`src/rtl/nfc_bus_arbiter.sv`:
```
// Two-requester round-robin arbiter for one NAND flash port; runs a full
// page read or page program sequence on behalf of the granted requester.
//
// Ports:
//   clk, rst            clock, asynchronous active-high reset
//   req[1:0], op[1:0]   per-requester request and op (0 read, 1 program)
//   addr_0, addr_1      18-bit page/byte address per requester
//   wr_data_0/1         program data per requester
//   gnt                 one-hot grant held for the whole operation
//   rd_data, rd_valid   read byte stream to the granted requester
//   wr_ready            program byte taken for the current write cycle
//   op_done             one-cycle end-of-operation pulse
//   f_io_in/out/oe      flash IO bus (tri-state buffer is external)
//   f_cle, f_ale        command / address latch enables
//   f_ren, f_wen        read / write strobes, active-low
//   f_rb                flash ready/busy, 1 = ready
module nfc_bus_arbiter #(
    parameter int PAGE_BYTES = 512,
    parameter int RB_DLY     = 2
) (
    input  logic        clk,
    input  logic        rst,
    input  logic [1:0]  req,
    input  logic [1:0]  op,
    input  logic [17:0] addr_0,
    input  logic [17:0] addr_1,
    input  logic [7:0]  wr_data_0,
    input  logic [7:0]  wr_data_1,
    output logic [1:0]  gnt,
    output logic [7:0]  rd_data,
    output logic        rd_valid,
    output logic        wr_ready,
    output logic        op_done,
    input  logic [7:0]  f_io_in,
    output logic [7:0]  f_io_out,
    output logic        f_io_oe,
    output logic        f_cle,
    output logic        f_ale,
    output logic        f_ren,
    output logic        f_wen,
    input  logic        f_rb
);
    localparam int CW = $clog2(PAGE_BYTES + 1);
    localparam int WW = $clog2(RB_DLY + 1);

    typedef enum logic [3:0] {
        IDLE, CMD_L, CMD_H, ADR_L, ADR_H, WAIT_RB,
        DATA_L, DATA_H, CONF_L, CONF_H, DONE
    } state_t;

    state_t        state, state_n;
    logic          sel, sel_n;
    logic          last, last_n;
    logic          prog, prog_n;
    logic          pick;
    logic [17:0]   addr_q, addr_n;
    logic [1:0]    acnt, acnt_n;
    logic [WW-1:0] wcnt, wcnt_n;
    logic [CW-1:0] bcnt, bcnt_n;
    logic [7:0]    wr_sel;

    logic [1:0] gnt_n;
    logic [7:0] rd_data_n, io_out_n;
    logic       rd_valid_n, wr_ready_n, op_done_n;
    logic       oe_n, cle_n, ale_n, ren_n, wen_n;

    assign wr_sel = sel ? wr_data_1 : wr_data_0;

    always_ff @(posedge clk or posedge rst) begin
        if (rst) begin
            state    <= IDLE;
            sel      <= 1'b0;
            last     <= 1'b1;
            prog     <= 1'b0;
            addr_q   <= '0;
            acnt     <= '0;
            wcnt     <= '0;
            bcnt     <= '0;
            gnt      <= '0;
            rd_data  <= '0;
            rd_valid <= 1'b0;
            wr_ready <= 1'b0;
            op_done  <= 1'b0;
            f_io_out <= '0;
            f_io_oe  <= 1'b0;
            f_cle    <= 1'b0;
            f_ale    <= 1'b0;
            f_ren    <= 1'b1;
            f_wen    <= 1'b1;
        end else begin
            state    <= state_n;
            sel      <= sel_n;
            last     <= last_n;
            prog     <= prog_n;
            addr_q   <= addr_n;
            acnt     <= acnt_n;
            wcnt     <= wcnt_n;
            bcnt     <= bcnt_n;
            gnt      <= gnt_n;
            rd_data  <= rd_data_n;
            rd_valid <= rd_valid_n;
            wr_ready <= wr_ready_n;
            op_done  <= op_done_n;
            f_io_out <= io_out_n;
            f_io_oe  <= oe_n;
            f_cle    <= cle_n;
            f_ale    <= ale_n;
            f_ren    <= ren_n;
            f_wen    <= wen_n;
        end
    end

    // Every flash pin is registered, so each branch computes the pin
    // values for the state being entered.
    always_comb begin
        state_n    = state;
        sel_n      = sel;
        last_n     = last;
        prog_n     = prog;
        pick       = 1'b0;
        addr_n     = addr_q;
        acnt_n     = acnt;
        wcnt_n     = wcnt;
        bcnt_n     = bcnt;
        gnt_n      = gnt;
        rd_data_n  = rd_data;
        rd_valid_n = 1'b0;
        wr_ready_n = 1'b0;
        op_done_n  = 1'b0;
        io_out_n   = f_io_out;
        oe_n       = 1'b0;
        cle_n      = 1'b0;
        ale_n      = 1'b0;
        ren_n      = 1'b1;
        wen_n      = 1'b1;
        unique case (state)
            IDLE: begin
                if (|req) begin
                    pick     = (req == 2'b11) ? ~last : req[1];
                    sel_n    = pick;
                    prog_n   = op[pick];
                    addr_n   = pick ? addr_1 : addr_0;
                    gnt_n    = pick ? 2'b10 : 2'b01;
                    state_n  = CMD_L;
                    cle_n    = 1'b1;
                    wen_n    = 1'b0;
                    oe_n     = 1'b1;
                    io_out_n = op[pick] ? 8'h80 : {7'd0, addr_n[8]};
                end
            end
            CMD_L: begin
                state_n = CMD_H;
                cle_n   = 1'b1;
                oe_n    = 1'b1;
            end
            CMD_H: begin
                state_n  = ADR_L;
                acnt_n   = '0;
                ale_n    = 1'b1;
                wen_n    = 1'b0;
                oe_n     = 1'b1;
                io_out_n = addr_q[7:0];
            end
            ADR_L: begin
                state_n = ADR_H;
                ale_n   = 1'b1;
                oe_n    = 1'b1;
            end
            ADR_H: begin
                if (acnt == 2'd2) begin
                    wcnt_n = '0;
                    if (prog) begin
                        // Program data byte is taken on entry to DATA_L
                        // so it is stable for the whole WE-low phase.
                        state_n    = DATA_L;
                        wr_ready_n = 1'b1;
                        wen_n      = 1'b0;
                        oe_n       = 1'b1;
                        io_out_n   = wr_sel;
                    end else begin
                        state_n = WAIT_RB;
                    end
                end else begin
                    acnt_n   = acnt + 2'd1;
                    state_n  = ADR_L;
                    ale_n    = 1'b1;
                    wen_n    = 1'b0;
                    oe_n     = 1'b1;
                    io_out_n = (acnt == 2'd0) ? addr_q[16:9]
                                              : {7'd0, addr_q[17]};
                end
            end
            WAIT_RB: begin
                // f_rb is first looked at RB_DLY cycles after the last
                // write strobe; earlier it may not have dropped yet.
                if (wcnt < WW'(RB_DLY - 1)) begin
                    wcnt_n = wcnt + WW'(1);
                end else if (f_rb) begin
                    wcnt_n = '0;
                    if (prog) begin
                        state_n   = DONE;
                        op_done_n = 1'b1;
                        gnt_n     = '0;
                        last_n    = sel;
                    end else begin
                        state_n = DATA_L;
                        ren_n   = 1'b0;
                    end
                end
            end
            DATA_L: begin
                state_n = DATA_H;
                if (prog) begin
                    oe_n = 1'b1;
                end else begin
                    rd_data_n  = f_io_in;
                    rd_valid_n = 1'b1;
                end
            end
            DATA_H: begin
                if (bcnt == CW'(PAGE_BYTES - 1)) begin
                    bcnt_n = '0;
                    if (prog) begin
                        state_n  = CONF_L;
                        cle_n    = 1'b1;
                        wen_n    = 1'b0;
                        oe_n     = 1'b1;
                        io_out_n = 8'h10;
                    end else begin
                        state_n   = DONE;
                        op_done_n = 1'b1;
                        gnt_n     = '0;
                        last_n    = sel;
                    end
                end else begin
                    bcnt_n  = bcnt + CW'(1);
                    state_n = DATA_L;
                    if (prog) begin
                        wr_ready_n = 1'b1;
                        wen_n      = 1'b0;
                        oe_n       = 1'b1;
                        io_out_n   = wr_sel;
                    end else begin
                        ren_n = 1'b0;
                    end
                end
            end
            CONF_L: begin
                state_n = CONF_H;
                cle_n   = 1'b1;
                oe_n    = 1'b1;
            end
            CONF_H: begin
                state_n = WAIT_RB;
                wcnt_n  = '0;
            end
            DONE: begin
                state_n = IDLE;
            end
            default: begin
                state_n = IDLE;
            end
        endcase
    end
endmodule

```
`config.mk`:
```
export PLATFORM = sky130hd
export DESIGN_NAME = nfc_bus_arbiter
export DESIGN_NICKNAME = d
export VERILOG_FILES = /design/src/rtl/nfc_bus_arbiter.sv
export SDC_FILE = /design/constraint.sdc
export NUM_CORES = 1
export LEC_CHECK = 0
export BUFFER_PORTS_ARGS = -buffer_cell sky130_fd_sc_hd__buf_2
export CAP_MARGIN = 30
export CORE_MARGIN = 2
export CORE_UTILIZATION = 40
export CTS_CLUSTER_SIZE = 8
export DETAILED_ROUTE_END_ITERATION = 7
export SLEW_MARGIN = 30
export SYNTH_ARGS = -nofsm -noshare
export SYNTH_HDL_FRONTEND = slang
export SYNTH_SLANG_ARGS = --single-unit
```
`constraint.sdc`:
```
create_clock -name clk -period 2.6 [get_ports clk]
set_clock_uncertainty 0.1 [all_clocks]
set_input_delay 0.52 -clock clk [delete_from_list [all_inputs] [get_ports clk]]
set_output_delay 0.52 -clock clk [all_outputs]
set_load 0.1 [all_outputs]
```
== Word level (Yosys, flattened, before mapping) ==
Cells that the tools add are included.

* Bits in registers: 65
* Bits of input ports: 67
* Output and inout port bits: 26
* Word-level logic and storage cells: 135

* Add/subtract/negate cells: 3
* $lt $le $gt $ge: 2
* Equality and inequality tests: 22
* Mux-type cells: 67
* Bitwise gates (word level): 2
* Reductions and logical operators: 20

{| class="wikitable"
|+ Operators with widths
! kind !! count
|-
| 2-to-1 mux 8 bit || 8
|-
| one-hot mux 4 bit (10 select lines) || 1
|-
| one-hot mux 8 bit (4 select lines) || 1
|-
| 2-to-1 mux 2 bit || 13
|-
| 2-to-1 mux 1 bit || 25
|-
| 2-to-1 mux 4 bit || 6
|-
| 2-to-1 mux 18 bit || 1
|-
| equality test 4 x 3 -> 1 bit (second input constant) || 4
|-
| inequality test 2 bit (second input constant) || 8
|-
| one-hot mux 2 bit (3 select lines) || 2
|-
| adder 10 x 1 -> 10 bit (second input constant) || 1
|-
| equality test 10 x 9 -> 1 bit (second input constant) || 1
|-
| 2-to-1 mux 10 bit || 1
|-
| one-hot mux 1 bit (2 select lines) || 5
|-
| AND reduction 3 bit || 3
|-
| equality test 4 x 2 -> 1 bit (second input constant) || 2
|-
| equality test 4 bit (second input constant) || 2
|-
| one-hot mux 1 bit (4 select lines) || 2
|-
| OR reduction 2 bit || 4
|-
| AND reduction 7 bit || 1
|-
| inequality test 3 bit (second input constant) || 2
|-
| AND reduction 2 bit || 3
|-
| AND reduction 6 bit || 1
|-
| nonzero test 3 bit || 2
|-
| other kinds (13) || 17
|}

== Depth between registers and ports, before layout ==
* Depth in word-level cells: 7
* Gate-level depth with buffers: 8
* Mapped depth without buffers: 7

== Worst setup path after synthesis ==
OpenSTA, ideal clock, no wires.

* Kind: register to register
* Start point: register state[3]
* End point: register last
* Library setup time: 0.082 ns
* Arrival time: 1.848 ns
* Data required time: 2.418 ns
* Setup slack: 0.570 ns
* Stages on the path, launching flop included: 7
* Path buffers: 1
* Clock period less this slack: 2.030 ns
* Path through: dfrtp_1 buf_2 nand4b_4 or2_2 nor2_1 mux2_2 mux2_2

* Word-level cells in the longest chain between the ends: 3
* Elaborated cells between the ends (all ways): 10
* Those cells by class: eq/ne (7); mux (1); reduce/logical (2)

{| class="wikitable"
|+ RTL lines
! element !! RTL line !! source
|-
| start: declaration || 51 || <nowiki>state_t state, state_n;</nowiki>
|-
| start signal: assignment || 91 || <nowiki>state <= state_n;</nowiki>
|-
| equality test 4 x 3 -> 1 bit || 136 || <nowiki>unique case (state)</nowiki>
|-
| inequality test 2 bit (no line) or nonzero test 2 bit (tied branches) || - ||
|-
| AND reduction 6 bit (no line) || - ||
|-
| end signal: assignment || 93 || <nowiki>last <= last_n;</nowiki>
|-
| end: declaration || 53 || <nowiki>logic last, last_n;</nowiki>
|}

Parallel ways exist; a longest one is shown, timed or not.
A chain may end at the register's enable or synchronous reset.

== Worst setup path in the final report ==
* Start point: register state[1]
* End point: register bcnt[9]

* Word-level cells in the longest chain between the ends: 1

{| class="wikitable"
|+ RTL lines
! element !! RTL line !! source
|-
| equality test 4 x 3 -> 1 bit || 136 ||
|-
| end signal: assignment || 98 || <nowiki>bcnt <= bcnt_n;</nowiki>
|-
| end: declaration || 59 || <nowiki>logic [CW-1:0] bcnt, bcnt_n;</nowiki>
|}

Every way passes these cells.

==> impl_metrics.yaml <==
sta:
  fin_crit_ns: 2.317
  slew_headroom_pct: 50.82
  finalSetupViolCount: 0
  period_share_pct: 89.11
  tightest_slew_ns: 0.7377
  rsz0062_at_grt: "false"
  hold_viol: 0
  fmax_mhz: 431.6
  maxSlewViolCount: 0
  fin_tns_setup_ns: 0
synth:
  synth.avg_cell_area_um2: 9.976
  async_reset_ff_share_pct: 100.0
  synth_ff_type: "dfrtp_1"
  syn_inst: 339
  synth_edf_count: 0
  synth_seq_area_share_pct: 47.47
  synthesis.area_mm2: 0.003382
  synth_cell_types: 58
  synth_nets: 411
  synth-seq-cells: 64
  yosysWarnings: 0
clock_tree:
  ctsHoldBuffers: 0
  cts_tree: "yes"
  root_buffer: "clkbuf_8"
  cts_setup_buffers: 0
  htree_levels: 3
  clkLatencyLatePin_ns: 0.35
  clkTransAtPathRegs_ns: 0.07
  cts_resized: 0
  cts_sinks: 64
  cts_buffer_depth: 2
  cts_buffers: 9
global_route:
  antenna_found_initial: 0
  grt_pass1_wl_mm: 12.71
  grt_pass1_vias: 2565
  grt-ovfl-total: 0
  grt_max_degree: 65
  grtUsageTotal_pct: 18.39
worst_setup_path:
  max_stage_delay_ns: 0.82
  critPathSlowestCell: "dfrtp_1"
  end_kind: "flop"
  critPathMaxFanout: 24
  path_buf_inv: 0
  crit_family: "simple AND/OR/NAND/NOR gates"
  path_cells: "nand4b_4 -> nor3_1 -> or3b_2 -> xor2_1 -> nor2_1"
  path_class: "flop to flop"
  startpoint_type: "flop"
  required_ns: 2.74
  worst-endpoint-arrival_ns: 2.46
placement:
  finalWeightedCongestion: 0.8655
  io_buffers: 92
  dp_hpwl_mm: 5.737
final_layout:
  layout-drive-gt1-share_pct: 32.80
  fin_util_pct: 51.61
  syn_to_final_growth_pct: 25.38
  fin_nets: 506
  n_antenna_cell: 0
worst_hold_path:
  hold_path.class: "input port to async pin"
power_and_ir_drop:
  vdd.ir_drop.worst_v: 0.0001928
  fin_total_pwr_w: 0.002233
  leakagePower_nw: 2.085
  powerDensity_mw_per_mm2: 526.6
flow_run:
  maxCapViolations: 0
die:
  num_io_pins: 93
  die_area_mm2: 0.009206
  fp.coreArea_mm2: 0.008217
  rows: 33
  start_util_pct: 41.16
  die_h_um: 95.95
  dieWidth_um: 95.95
route:
  drt_iter0_drc: 157
  drc: 0
  totalWireLength_mm: 7.931
  via_per_inst: 5.140
  wl_per_cell_um: 14.58
  antenna_left: 0
  vias: 2796
  dr.pass1.iters: 4
outcome:
  outcome: "complete, no violations"
==> stage by stage <==
stage,worst slack [ns],hold WS (ns),instances,area (um^2)
after floorplan,0.3869,0.3492,339,3382
after global placement,0.3951,0.3625,528,3995
after detailed placement,0.3362,0.3707,528,3995
after CTS,0.2979,0.1428,544,4240
after global routing,0.1207,0.1484,544,4240
final,0.2832,0.1059,544,4240
==> cell families after synthesis <==
kind of cell               count (synthesis)  synth area share [%]
muxes                                     38                 11.73
AOI/OAI and AO/OA                         78                 15.58
and+or+nand+nor                          108                 16.76
DFF                                       64                 47.47
xor gates and xnor gates                   9                 2.331
buffers and inverters                     37                 4.291
adders and majority gates                  5                 1.850
==> layout make-up <==
class / instances / area, um^2
fillers: 794 / 3976
flip-flops and latches: 64 / 1605
well taps: 105 / 131.4
repair buffers: 103 / 555.5
clock buffers: 11 / 141.4
inverters: 18 / 67.56
clock inverters: 5 / 103.9
multi-input cells: 238 / 1635
==> routing by layer <==
layer / global-route usage [%] / wire length (um) / vias up
met2: 27.97 / 3600 / 103
met1: 25.24 / 3727 / 1281
met4: 7.381 / 144 / 0
met3: 4.464 / 458 / 13
li1: - / - / 1399
met5: 0 / 0 / -
==> cell usage after synthesis, types with 3 or more instances <==
master | number | share of area (%)
o221ai_1 | 5 | 1.3
buf_2 | 5 | 0.74
nand3_1 | 13 | 1.9
dfrtp_1 | 61 | 45
ha_1 | 5 | 1.8
nand2b_1 | 4 | 0.74
mux2_2 | 13 | 4.3
dfstp_2 | 3 | 2.3
xnor2_1 | 3 | 0.78
buf_1 | 3 | 0.33
nand3b_1 | 6 | 1.3
xor2_1 | 6 | 1.6
nor2_1 | 22 | 2.4
nand2_1 | 36 | 4.0
mux2i_1 | 25 | 7.4
nor3_1 | 3 | 0.44
clkbuf_1 | 11 | 1.2
inv_1 | 18 | 2.0
a21oi_1 | 7 | 1.0
a22oi_1 | 6 | 1.3
o21ai_0 | 33 | 4.9
nor2b_1 | 6 | 1.1
==> report_power, final <==
group / total, W / switching (W) / internal (W)
Clock: 0.00106 / 0.000392 / 0.000663
Sequential: 0.00101 / 0.00000481 / 0.00100
Combinational: 0.000171 / 0.000105 / 0.0000654
Total: 0.00223 / 0.000503 / 0.00173
==> worst reg2reg max path: stages, from the launching register on <==
cell	delay (ns)
dfrtp_1	0.82
nand4b_4	0.18
nor3_1	0.39
or3b_2	0.49
xor2_1	0.17
nor2_1	0.06
==> cells in the final DEF, fill, tap and decap left out, types with 3 or more instances in the layout <==
| master | netlist | routed |
|---|---|---|
| buf_2 | 5 | 92 |
| dfrtp_1 | 61 | 61 |
| nand2_1 | 36 | 36 |
| o21ai_0 | 33 | 33 |
| mux2i_1 | 25 | 25 |
| nor2_1 | 22 | 22 |
| inv_1 | 18 | 17 |
| nand3_1 | 13 | 13 |
| mux2_2 | 13 | 13 |
| clkbuf_8 | 0 | 10 |
| buf_4 | 0 | 10 |
| a21oi_1 | 7 | 7 |
| nor2b_1 | 6 | 6 |
| a22oi_1 | 6 | 6 |
| nand3b_1 | 6 | 6 |
| xor2_1 | 6 | 6 |
| o221ai_1 | 5 | 5 |
| ha_1 | 5 | 5 |
| nand2b_1 | 4 | 4 |
| nor3_1 | 3 | 3 |
| xnor2_1 | 3 | 3 |
| bufinv_16 | 0 | 3 |
| dfstp_2 | 3 | 3 |
==> worst paths after layout <==
| kind | startpoint | to | slack (ns) | depth (start not counted) |
|---|---|---|---|---|
| setup / recovery | state[1] | bcnt[9] | 0.28 | 5 |
| hold / removal | rst | acnt[1] | 0.11 | 3 |
| setup reg to reg | state[1] | bcnt[9] | 0.28 | 5 |
| hold reg to reg | addr_q[17] | addr_q[17] | 0.38 | 2 |
| max in group asynchronous | rst | last | 1.95 | 3 |
| min in group clk | f_io_in[2] | rd_data[2] | 0.29 | 2 |
==> registers in the layout (all words and copies together), names as in the netlist <==
register,count
last,1
f_io_oe,1
state,4
acnt,2
sel,1
f_ren,1
gnt,2
prog,1
wcnt,2
f_wen,1
rd_data,8
wr_ready,1
f_io_out,8
rd_valid,1
f_ale,1
op_done,1
bcnt,10
addr_q,17
f_cle,1
(Power assumes the default switching activity.)
